File: config.mk
export PLATFORM = sky130hd
export DESIGN_NAME = instr_fetch_unit
export DESIGN_NICKNAME = d
export VERILOG_FILES = /design/src/rtl/instr_fetch_unit.sv
export SDC_FILE = /design/constraint.sdc
export NUM_CORES = 1
export LEC_CHECK = 0
export CAP_MARGIN = 20
export CORE_MARGIN = 8
export CORE_UTILIZATION = 46
export DETAILED_ROUTE_END_ITERATION = 12
export PLACE_DENSITY_LB_ADDON = 0.08
export SYNTH_ARGS = -nofsm -noshare
export SYNTH_HDL_FRONTEND = slang
export SYNTH_SLANG_ARGS = --single-unit
File: constraint.sdc
create_clock -name clock -period 3.7 [get_ports clock]
set_clock_uncertainty 0.15 [all_clocks]
set_input_delay 0.555 -clock clock [delete_from_list [all_inputs] [get_ports clock]]
set_output_delay 0.555 -clock clock [all_outputs]
set_load 0.03 [all_outputs]
File: src/rtl/instr_fetch_unit.sv
// Fetch stage: owns the PC, reads one instruction word per fetch_start via mem_req/mem_ack and latches it into IR.
// Ack to ir_valid is one edge; mem_req holds until ack, and a missing ack for MAX_WAIT cycles parks the unit in ERR until reset.
module instr_fetch_unit #(
    parameter int                ADDR_W   = 32,
    parameter logic [ADDR_W-1:0] RESET_PC = '0,
    parameter int                MAX_WAIT = 15
) (
    input  logic              clock,
    input  logic              reset,
    input  logic              fetch_start,
    input  logic              pc_load,
    input  logic [1:0]        pc_src,
    input  logic [31:0]       branch_off,
    input  logic [ADDR_W-1:0] reg_target,
    output logic              mem_req,
    output logic [ADDR_W-1:0] mem_addr,
    input  logic              mem_ack,
    input  logic [31:0]       mem_rdata,
    output logic [31:0]       IR,
    output logic [ADDR_W-1:0] pc,
    output logic [ADDR_W-1:0] last_pc,
    output logic              ir_valid,
    output logic              busy,
    output logic              fetch_err
);

    localparam int CNT_W = $clog2(MAX_WAIT + 1);

    typedef enum logic [1:0] {
        IDLE = 2'd0,
        WAIT = 2'd1,
        ERR  = 2'd2
    } state_t;

    state_t            state;
    logic [CNT_W-1:0]  wait_cnt;
    logic [CNT_W-1:0]  cnt_inc;
    logic [ADDR_W-1:0] off_ext;
    logic [ADDR_W-1:0] branch_tgt;

    // pc only changes outside WAIT, so it doubles as the held request address
    assign mem_addr   = pc;
    assign cnt_inc    = wait_cnt + CNT_W'(1);
    assign off_ext    = ADDR_W'($signed(branch_off));
    assign branch_tgt = last_pc + (off_ext << 2);

    always_ff @(posedge clock) begin
        if (reset) begin
            state     <= IDLE;
            pc        <= RESET_PC;
            last_pc   <= RESET_PC;
            IR        <= '0;
            mem_req   <= 1'b0;
            ir_valid  <= 1'b0;
            busy      <= 1'b0;
            fetch_err <= 1'b0;
            wait_cnt  <= '0;
        end else begin
            ir_valid <= 1'b0;
            case (state)
                IDLE: begin
                    if (pc_load) begin
                        case (pc_src)
                            2'b01:   pc <= {branch_tgt[ADDR_W-1:2], 2'b00};
                            2'b10:   pc <= {reg_target[ADDR_W-1:2], 2'b00};
                            default: pc <= pc;
                        endcase
                    end else if (fetch_start) begin
                        state    <= WAIT;
                        mem_req  <= 1'b1;
                        busy     <= 1'b1;
                        wait_cnt <= '0;
                    end
                end
                WAIT: begin
                    if (mem_ack) begin
                        IR       <= mem_rdata;
                        last_pc  <= pc;
                        pc       <= pc + ADDR_W'(4);
                        state    <= IDLE;
                        mem_req  <= 1'b0;
                        busy     <= 1'b0;
                        ir_valid <= 1'b1;
                    end else begin
                        wait_cnt <= cnt_inc;
                        if (cnt_inc == CNT_W'(MAX_WAIT)) begin
                            state     <= ERR;
                            mem_req   <= 1'b0;
                            busy      <= 1'b0;
                            fetch_err <= 1'b1;
                        end
                    end
                end
                ERR: begin
                    state <= ERR;
                end
                default: begin
                    state   <= IDLE;
                    mem_req <= 1'b0;
                    busy    <= 1'b0;
                end
            endcase
        end
    end

endmodule

== Word level (Yosys, flattened, before mapping) ==
Index checks and enable logic that the tools add are counted.

* ROM bits: 0
* RAM bits: 0
* Memories: 0
* Logic and storage cells: 54
* Output and inout port bits: 132
* Register bits: 105
* Bits in latches: 0
* Input bits: 103

* $mul: 0
* Order comparisons: 0
* Reduce and logical (&&, ||, !) cells: 9
* Add/subtract/negate cells: 3
* Div/mod/pow operators: 0
* Bitwise gates (word level): 3
* Equality and inequality tests: 12
* Shifts and indexed selects: 0
* Muxes and demuxes: 19

{| class="wikitable"
|+ Operator list
! kind !! number
|-
| $pmux W32 S2 || 2
|-
| $mux W32 || 2
|-
| $add A32 B3 Y32 const B || 1
|-
| $add A32 B32 Y32 || 1
|-
| $mux W4 || 3
|-
| $reduce_and A4 Y1 || 3
|-
| $ne A2 B2 Y1 const B || 5
|-
| $mux W2 || 4
|-
| $pmux W4 S2 || 1
|-
| $pmux W2 S3 || 1
|-
| $reduce_and A3 Y1 || 2
|-
| $mux W1 || 5
|-
| $add A4 B1 Y4 const B || 1
|-
| $eq A2 B1 Y1 const B || 2
|-
| $eq A2 B2 Y1 const B || 2
|-
| $eq A4 B4 Y1 const B || 1
|-
| $ne A3 B1 Y1 const B || 1
|-
| $ne A3 B3 Y1 const B || 1
|-
| $not A1 Y1 || 3
|-
| $pmux W1 S3 || 1
|-
| $logic_not A2 Y1 || 1
|-
| $reduce_and A2 Y1 || 1
|-
| $reduce_bool A2 Y1 || 1
|-
| $reduce_or A2 Y1 || 1
|}

== Longest topological paths before layout ==
Gate-level depths: netlist (run 1).

* Depth in word-level cells: 5
* Gate-level depth with buffers: 11
* Mapped depth without buffers: 10

== Worst setup path after synthesis (run 1) ==
OpenSTA, ideal clock, no wires.

* Path kind: input -> register
* Start point: input port branch_off[0]
* End point: register pc[24] (netlist: mem_addr[24])
* Setup time: 0.074 ns
* Buffers on the path: 0
* Stages on the path: 10
* Required time: 3.476 ns
* Arrival: 2.827 ns
* Setup slack: 0.649 ns
* Cell sequence: ha_1 > fa_1 > a21oi_2 > o211ai_4 > a2111oi_4 > o21ai_2 > a31o_4 > a2111oi_4 > a31oi_1 > a31oi_1

* Cells in the longest elaborated chain, start to end: 4

{| class="wikitable"
|+ RTL lines
! item !! line !! RTL
|-
| from (decl) || 13 || <nowiki>input logic [31:0] branch_off,</nowiki>
|-
| $add A32 B32 Y32 || 45 || <nowiki>assign branch_tgt = last_pc + (off_ext << 2);</nowiki>
|-
| $pmux W32 S2 || 63 || <nowiki>case (pc_src)</nowiki>
|-
| $mux W32 || 62 || <nowiki>if (pc_load) begin</nowiki>
|-
| $pmux W32 S2 || 60 || <nowiki>case (state)</nowiki>
|-
| to (signal assigned) || 64 || <nowiki>2'b01: pc <= {branch_tgt[ADDR_W-1:2], 2'b00};</nowiki>
|-
| to (signal assigned) || 65 || <nowiki>2'b10: pc <= {reg_target[ADDR_W-1:2], 2'b00};</nowiki>
|-
| to (signal assigned) || 66 || <nowiki>default: pc <= pc;</nowiki>
|-
| to (decl) || 20 || <nowiki>output logic [ADDR_W-1:0] pc,</nowiki>
|}

No other way between the ends. The select of a mux whose other input is x is not followed.
A chain may end at the register's enable or synchronous reset.

== Final worst setup path (run 1) ==
Same ends and word-level chain as after synthesis.

==> out/qor.yml, run 1 <==
synth_area_leaders: "dfxtp_1 (30%), a21oi_1 (10%), nand2_1 (9.8%)"
area_growth_pct: 37.16
wl_microns: 22990
drv_cap: 0
synth_enable_flop_cells: 0
synth_top_area_share_pct: 29.89
yosysTopAreaCell: "dfxtp_1"
cts.sinks: 101
clk_pin_slew_ns: 0.08
timing.rr.end: "mem_addr[24]"
drt_iter0_markers: 538
ys_warn_count: 0
postCtsSetupBuffers: 0
vias: 7186
end_kind: "register"
io_buffers: 224
die_area_sq_um: 18840
track_usage_pct: 23.85
clock_latency_ns: 0.36
status: "completed"
cts.htree.levels: 3
r2r_slack_ns: 0.70
finalCritPeriodShare_pct: 88.90
arrival_ns: 3.43
slew_headroom_pct: 57.50
worst-r2r-cell-count: 10
critPathLaunch: "branch_off[0]"
syn_area_sq_um: 6765
syn-mean-instance-area_sq_um: 7.370
p_leak_nw: 3.461
whs_path_depth: 2
peakVddDrop_mv: 0.1793
placed_area_sq_um: 8965
critPathRequiredTime_ns: 3.84
synth-seq-cells: 101
dieWidth_microns: 137.3
place.gp.congestion: 0.9380
finalNetCount: 1224
max_freq_mhz: 304.0
multi_input_area_sq_um: 4202
cellPowerDensity_nw_per_um2: 319.0
rsz0062_at_grt: "false"
slew_viol_final: 0
ff_latch_area_sq_um: 2022
hpwl_microns: 16950
antenna_found_initial: 0
tightest_slew_ns: 0.6375
cts_root_buf: "clkbuf_16"
fill_cells: 1303
die_h_microns: 137.3
ctsResizeCount: 0
grt_max_degree: 55
fin_setup_tns_ns: 0
drc: 0
drt-pass1-iter-count: 7
hold_start: "fetch_err"
crit_fanout: 5
drt.antenna.violating_nets: 0
worst_setup_path_start_kind: "primary input"
grt_pass1_wl_microns: 35860
rows: 44
cts_tree: "yes"
synthArstFlopShare_pct: 0
syn_inst: 918
drt-wirelength-per-cell_microns: 18.02
fin_area_sq_um: 9279
grt_overflow: 0
hold_path_class: "register to register"
viasPerCell: 5.632
hold_viol_final: 0
cts.path.max_buffers: 2
initial_core_util_pct: 46.72
drive_gt1_share_pct: 6.227
fp.coreArea_sq_um: 14480
hold_buffers: 0
first_global_vias: 6835
setup_viol: 0
synth_cell_types: 77
holdPathEnd: "fetch_err"
critPathKind: "primary input to register"
synth-main-ff-cell: "dfxtp_1"
n_antenna_cell: 0
r2r-start: "last_pc[2]"
io_pins: 235
period_minus_slack_ns: 3.289
ys_seq_area_share_pct: 29.89
cts_buffers: 9
## logic make-up after synthesis
family / share of synthesized area (%)
and+or+nand+nor: 24.41
muxes: 1.054
AOI/OAI and AO/OA: 26.54
other: 0.05543
xor gates and xnor gates: 3.237
DFF: 29.89
adders and majority gates: 6.399
buffers and inverters: 8.415
## placed cells by master, fill, tap and decap left out, types with 8 or more instances in the layout
cell / n
a21o_1: 20
a21oi_1: 138
o21ai_1: 14
clkbuf_16: 9
buf_4: 26
dfxtp_1: 101
a31oi_1: 16
nor3_1: 18
nand2_1: 176
and3_1: 15
o211ai_1: 8
xnor2_1: 16
xor2_1: 9
nand2b_1: 11
nand3_1: 23
clkdlybuf4s50_1: 223
o21ai_0: 24
ha_1: 32
inv_1: 15
nor2_1: 54
o21bai_1: 8
## cells in the mapped netlist, drive strengths merged (2+ instances only)
library cell    n
o31ai           3
a41oi           2
nand3b          6
nor2b           6
o21bai          8
o2111ai         2
nand4           7
nor4            7
nor3b           5
nand2b         11
inv            17
or3             3
a21o           20
and2            7
nand3          25
a21oi         140
a31o            3
ha             33
a2111oi         4
nor2           54
xnor2          16
clkbuf         49
a221oi          5
nor3           20
o211ai          9
or4             5
mux2i           6
o32ai           4
and3           15
a311oi          4
a211oi          6
nand2         177
o21a            4
a21boi          2
a31oi          16
a22oi           3
dfxtp         101
o21ai          39
xor2            9
buf            48
## layer usage
layer	part of all wire (%)	up-vias	track usage, %
li1	-	3559	-
met5	0	-	0
met2	46	264	38.03
met4	2.3	0	8.389
met1	44	3327	31.17
met3	7.6	36	5.069
## power breakdown
| part | switching [mW] | internal (mW) | leakage [nW] |
|---|---|---|---|
| combinational | 0.428 | 0.336 | 2.49 |
| sequential | 0.0697 | 1.13 | 0.819 |
| clock | 0.509 | 0.488 | 0.152 |
| total | 1.01 | 1.95 | 3.46 |
## final cells by class
cell class | count | area share, %
tap | 184 | 2.481
clock inverter | 7 | 0.9574
timing repair buffer | 250 | 26.38
inverter | 17 | 0.6877
clock buffer | 9 | 2.427
sequential | 101 | 21.79
multi-input combinational | 708 | 45.28
## state kept, by name, summed over array words and instances (netlist names)
register   flops
wait_cnt       4
fetch_err      1
busy           1
state          2
last_pc       30
IR            32
mem_addr      30
ir_valid       1
## how the worst max path moves through the flow
stage,to
after floorplan,mem_addr[24]
after global placement,mem_addr[24]
after detailed placement,mem_addr[24]
after CTS,mem_addr[24]
after global routing,mem_addr[18]
final,mem_addr[24]
## through the flow
step	power, mW	instances	worst slack, ns	utilization (%)	hold slack, ns
floorplan	1.665	923	0.6490	-	0.3319
global placement	1.978	1260	0.07694	61.92	0.2845
detailed placement	1.982	1260	0.06081	61.92	0.2907
CTS	2.977	1276	0.4199	64.09	0.3068
global route	3.093	1276	0.1263	64.09	0.3236
finish	2.960	1276	0.4108	64.09	0.3045
## worst max-delay path, stage by stage
cell	delay [ns]
clkdlybuf4s50_1	0.40
ha_1	0.22
fa_1	0.43
a21oi_2	0.26
o211ai_4	0.15
a2111oi_4	0.41
o21ai_2	0.13
a31o_4	0.29
a2111oi_4	0.34
a31oi_1	0.07
a31oi_1	0.16
Power figures use the tool's default switching activity.
==> run 2: changes to the inputs <==
CORE_UTILIZATION = 50   (was 46)
clock period = 4.1 ns   (was 3.7 ns; I/O delays follow)
==> run 2 against run 1 <==
Final cell count fell by 1.7%. Register-to-register slack gained 0.27 ns. Non-clock buffer count is 14 lower. Flip-flop and latch count unchanged. First-iteration DRC count is 22% higher. Wire length shrank 1.9%. Sequential share of layout area rose by 0.20 points. Highest routed layer unchanged. Clock power fell by 0.9%. Total power shrank 7.2%.
==> out/qor.yml, run 2 (synthesized netlist as in run 1, its figures left out) <==
post-place-cells: 1237
ctsResizeCount: 0
antenna_found_initial: 0
end_kind: "register"
drc: 0
finalPower_mw: 2.747
slew_headroom_pct: 45.15
n_antenna_cell: 0
die_h_microns: 132.3
tightest_slew_ns: 0.8190
peakVddDrop_mv: 0.2555
initial_core_util_pct: 51.09
whs_path_depth: 2
layout_common_cells: "clkdlybuf4s50_1 (223), nand2_1 (176), a21oi_1 (138), dfxtp_1 (101), nor2_1 (54)"
place.gp.congestion: 0.8952
hpwl_microns: 16450
rsz0062_at_grt: "false"
die_area_sq_um: 17510
fin_setup_tns_ns: 0
crit_chain: "clkdlybuf4s50_1 > ha_1 > fa_1 > a21oi_2 > o211ai_4 > a2111oi_4 > o21ai_2 > a31o_4 > a2111oi_4 > a31oi_1 > a31oi_1"
drv_cap: 0
dieWidth_microns: 132.3
crit_slowest_cell: "a2111oi_4"
wl_microns: 22550
io_pins: 235
largest-register: "IR"
drt_iter0_markers: 659
critPathRequiredTime_ns: 4.24
max_freq_mhz: 286.6
cts_root_buf: "clkbuf_16"
slew_viol_final: 0
viasPerCell: 5.739
grt_pass1_wl_microns: 35400
cp.depth: 11
cts_tree: "yes"
postCtsSetupBuffers: 0
track_usage_pct: 24.70
final_common_cell: "clkdlybuf4s50_1"
hold_viol_final: 0
finalNonFillerCells: 1254
cts.htree.levels: 3
critPathTopFamily: "compound AO/OA/AOI/OAI gates"
fin_area_sq_um: 9196
p_leak_nw: 3.409
first_global_vias: 6713
placed_area_sq_um: 8842
status: "completed"
area_growth_pct: 35.93
clk_pin_slew_ns: 0.07
arrival_ns: 3.63
vias: 7197
rows: 42
io_buffers: 224
hold_path_class: "register to register"
period_minus_slack_ns: 3.489
setup_viol: 0
largest_reg_flops: 32
drt.antenna.violating_nets: 0
critPathKind: "primary input to register"
finalCritPeriodShare_pct: 85.10
drt-wirelength-per-cell_microns: 17.98
fp.coreArea_sq_um: 13240
crit_fanout: 5
cts_buffers: 9
cp_num_buf_inv: 1
cts.path.max_buffers: 2
pre_cts_slack_ns: 0.2781
cts.sinks: 101
drive_gt1_share_pct: 5.009
hold_buffers: 0
worst_setup_path_start_kind: "primary input"
finalNetCount: 1210
grt_overflow: 0
drt-pass1-iter-count: 5
cellPowerDensity_nw_per_um2: 298.7
grt_max_degree: 57
timing.final.ws_setup_ns: 0.6109
clock_latency_ns: 0.36
cpPeakStageDelay_ns: 0.46
worst-r2r-cell-count: 10
==> run 2: changes by cell type in the layout (fill, tap and decap cells not counted), sizes merged <==
cell	change
buf	-14
inv	+1
clkinv	-3
bufinv	+2
==> run 2: worst register-to-register path, delay by kind of cell, from the launching register on <==
family	cells	cell delay, ns
adders and majority gates	2	0.65
DFF	1	0.32
AOI/OAI and AO/OA	8	1.95
==> run 2: routing by layer <==
metal | part of all wire [%] | global-route usage [%] | routed length (microns)
met1 | 41 | 29.17 | 9147
met2 | 47 | 41.10 | 10570
met3 | 11 | 8.651 | 2372
met4 | 2.0 | 7.571 | 453
met5 | 0 | 0 | 0
==> run 2: stage by stage <==
| stage | utilization, % | hold slack (ns) |
|---|---|---|
| floorplan | - | 0.3319 |
| global placement | 66.77 | 0.2874 |
| detailed placement | 66.77 | 0.2898 |
| CTS | 69.33 | 0.3008 |
| global route | 69.44 | 0.3224 |
| finish | 69.44 | 0.3045 |
==> run 2: worst paths after layout <==
check / from / endpoint / slack [ns]
max: branch_off[0] / mem_addr[24] / 0.61
min: fetch_err / fetch_err / 0.30
max reg2reg: last_pc[2] / mem_addr[24] / 0.97
min reg2reg: fetch_err / fetch_err / 0.30
==> run 2: final cells by class <==
cell class                 count  area (sq um)
clock buffer                   9         225.2
tap                          176         220.2
fill                        1184          4046
multi-input combinational    708          4202
inverter                      17         63.81
sequential                   101          2022
clock inverter                 7         113.9
timing repair buffer         236          2350
==> run 2: power by group <==
group | internal (mW) | switching [mW] | leakage, nW
registers | 1.02 | 0.0666 | 0.819
clock network | 0.552 | 0.436 | 0.166
logic | 0.296 | 0.379 | 2.42
total | 1.87 | 0.881 | 3.41
==> run 3: changes to the inputs <==
CORE_ASPECT_RATIO = 2   (was default)
CORE_MARGIN = 10   (was 8)
==> run 3 against run 2 <==
Worst setup slack got worse by 0.065 ns. Total power decreased by 5.0%. Flip-flop and latch count unchanged. Sequential share of layout area increased by 0.12 points.
==> out/qor.yml, run 3 (synthesized netlist as in run 1, its figures left out) <==
area_growth_pct: 35.18
ff_latch_area_sq_um: 2022
routed-wl-met3_microns: 2000
place.gp.congestion: 0.9463
drive_gt1_share_pct: 5.448
cts_buffers: 9
worst_setup_path_start_kind: "primary input"
drt.antenna.violating_nets: 0
setup_viol: 0
hold_viol_final: 0
first_global_vias: 7173
drc: 0
wl_microns: 24290
postCtsSetupBuffers: 0
m1WireLength_microns: 8569
drt-pass1-iter-count: 5
fill_cells: 1155
grt_pass1_wl_microns: 37980
grt_overflow: 0
status: "completed"
final_common_cell: "clkdlybuf4s50_1"
slew_headroom_pct: 50.14
cts.htree.levels: 3
ctsResizeCount: 0
met2_length_microns: 12710
cts.path.max_buffers: 2
drt_iter0_markers: 419
io_pins: 235
peakVddDrop_mv: 0.3077
die_area_sq_um: 18870
cellPowerDensity_nw_per_um2: 285.3
cts_tree: "yes"
crit_fanout: 5
critPathKind: "primary input to register"
cts.sinks: 101
fin_setup_tns_ns: 0
initial_core_util_pct: 50.63
tightest_slew_ns: 0.7479
placed_area_sq_um: 8853
highest_layer: "met4"
max_freq_mhz: 281.3
io_buffers: 224
largest_reg_flops: 32
vias: 7239
finalCritPeriodShare_pct: 86.69
drt-wirelength-per-cell_microns: 19.62
dieWidth_microns: 102.3
end_kind: "register"
fp.coreArea_sq_um: 13360
die_h_microns: 184.5
clock_latency_ns: 0.35
arrival_ns: 3.68
slew_viol_final: 0
layout_common_cells: "clkdlybuf4s50_1 (223), nand2_1 (176), a21oi_1 (138), dfxtp_1 (101), nor2_1 (54)"
n_antenna_cell: 0
p_leak_nw: 3.399
rsz0062_at_grt: "false"
drv_cap: 0
hold_buffers: 0
clk_pin_slew_ns: 0.08
multi_input_area_sq_um: 4202
finalNetCount: 1215
viasPerCell: 5.847
antenna_found_initial: 0
hpwl_microns: 18560
fin_area_sq_um: 9145
track_usage_pct: 25.41
largest-register: "IR"
grt_max_degree: 70
hold_path_class: "register to register"
cts_root_buf: "clkbuf_16"
period_minus_slack_ns: 3.554
critPathRequiredTime_ns: 4.22
rows: 60
-- run 3: cell count changes in the layout (fill, tap and decap cells not counted), sizes merged --
cell and delta:
buf +5, clkinvlp +2, bufinv -2
-- run 3: path summary, 6_finish.rpt --
kind	from	to	slack, ns	depth (start not counted)
min reg2reg	fetch_err	fetch_err	0.30	2
max reg2reg	last_pc[2]	mem_addr[24]	0.90	10
min	fetch_err	fetch_err	0.30	2
max	branch_off[0]	mem_addr[24]	0.55	11
-- run 3: area by class of cell --
class	instances	area share, %
multi-input combinational	708	45.94
timing repair buffer	241	26.06
sequential	101	22.11
clock buffer	9	2.463
tap	155	2.121
inverter	17	0.6978
clock inverter	7	0.6020
-- run 3: layer usage --
metal  up-vias  global-route usage [%]
li1       3533                       -
met5         -                       0
met2       311                   46.27
met1      3341                   25.66
met3        54                   6.902
met4         0                   11.86
-- run 3: worst max-delay path, stage by stage --
cell,delay [ns]
clkdlybuf4s50_1,0.41
ha_1,0.23
fa_1,0.44
a21oi_2,0.26
o211ai_4,0.16
a2111oi_4,0.47
o21ai_2,0.18
a31o_4,0.31
a2111oi_4,0.34
a31oi_1,0.08
a31oi_1,0.19
-- run 3: report_power, final --
| part | switching, mW | leakage [nW] | internal (mW) |
|---|---|---|---|
| logic | 0.386 | 2.45 | 0.298 |
| clock network | 0.418 | 0.133 | 0.421 |
| registers | 0.0688 | 0.819 | 1.02 |
-- run 3: stage by stage --
step           hold slack, ns  power, mW  worst slack (ns)  cells  utilization, %
2_1_floorplan          0.3319      1.503            0.9890    923               -
4_1_cts                0.3056      2.624            0.6021   1237           68.35
3_3_place_gp           0.2861      1.784            0.3280   1221           66.25
3_5_place_dp           0.2935      1.789            0.2731   1221           66.25
5_1_grt                0.3249      2.713            0.4193   1238           68.44
6_report               0.3012      2.609            0.5457   1238           68.44
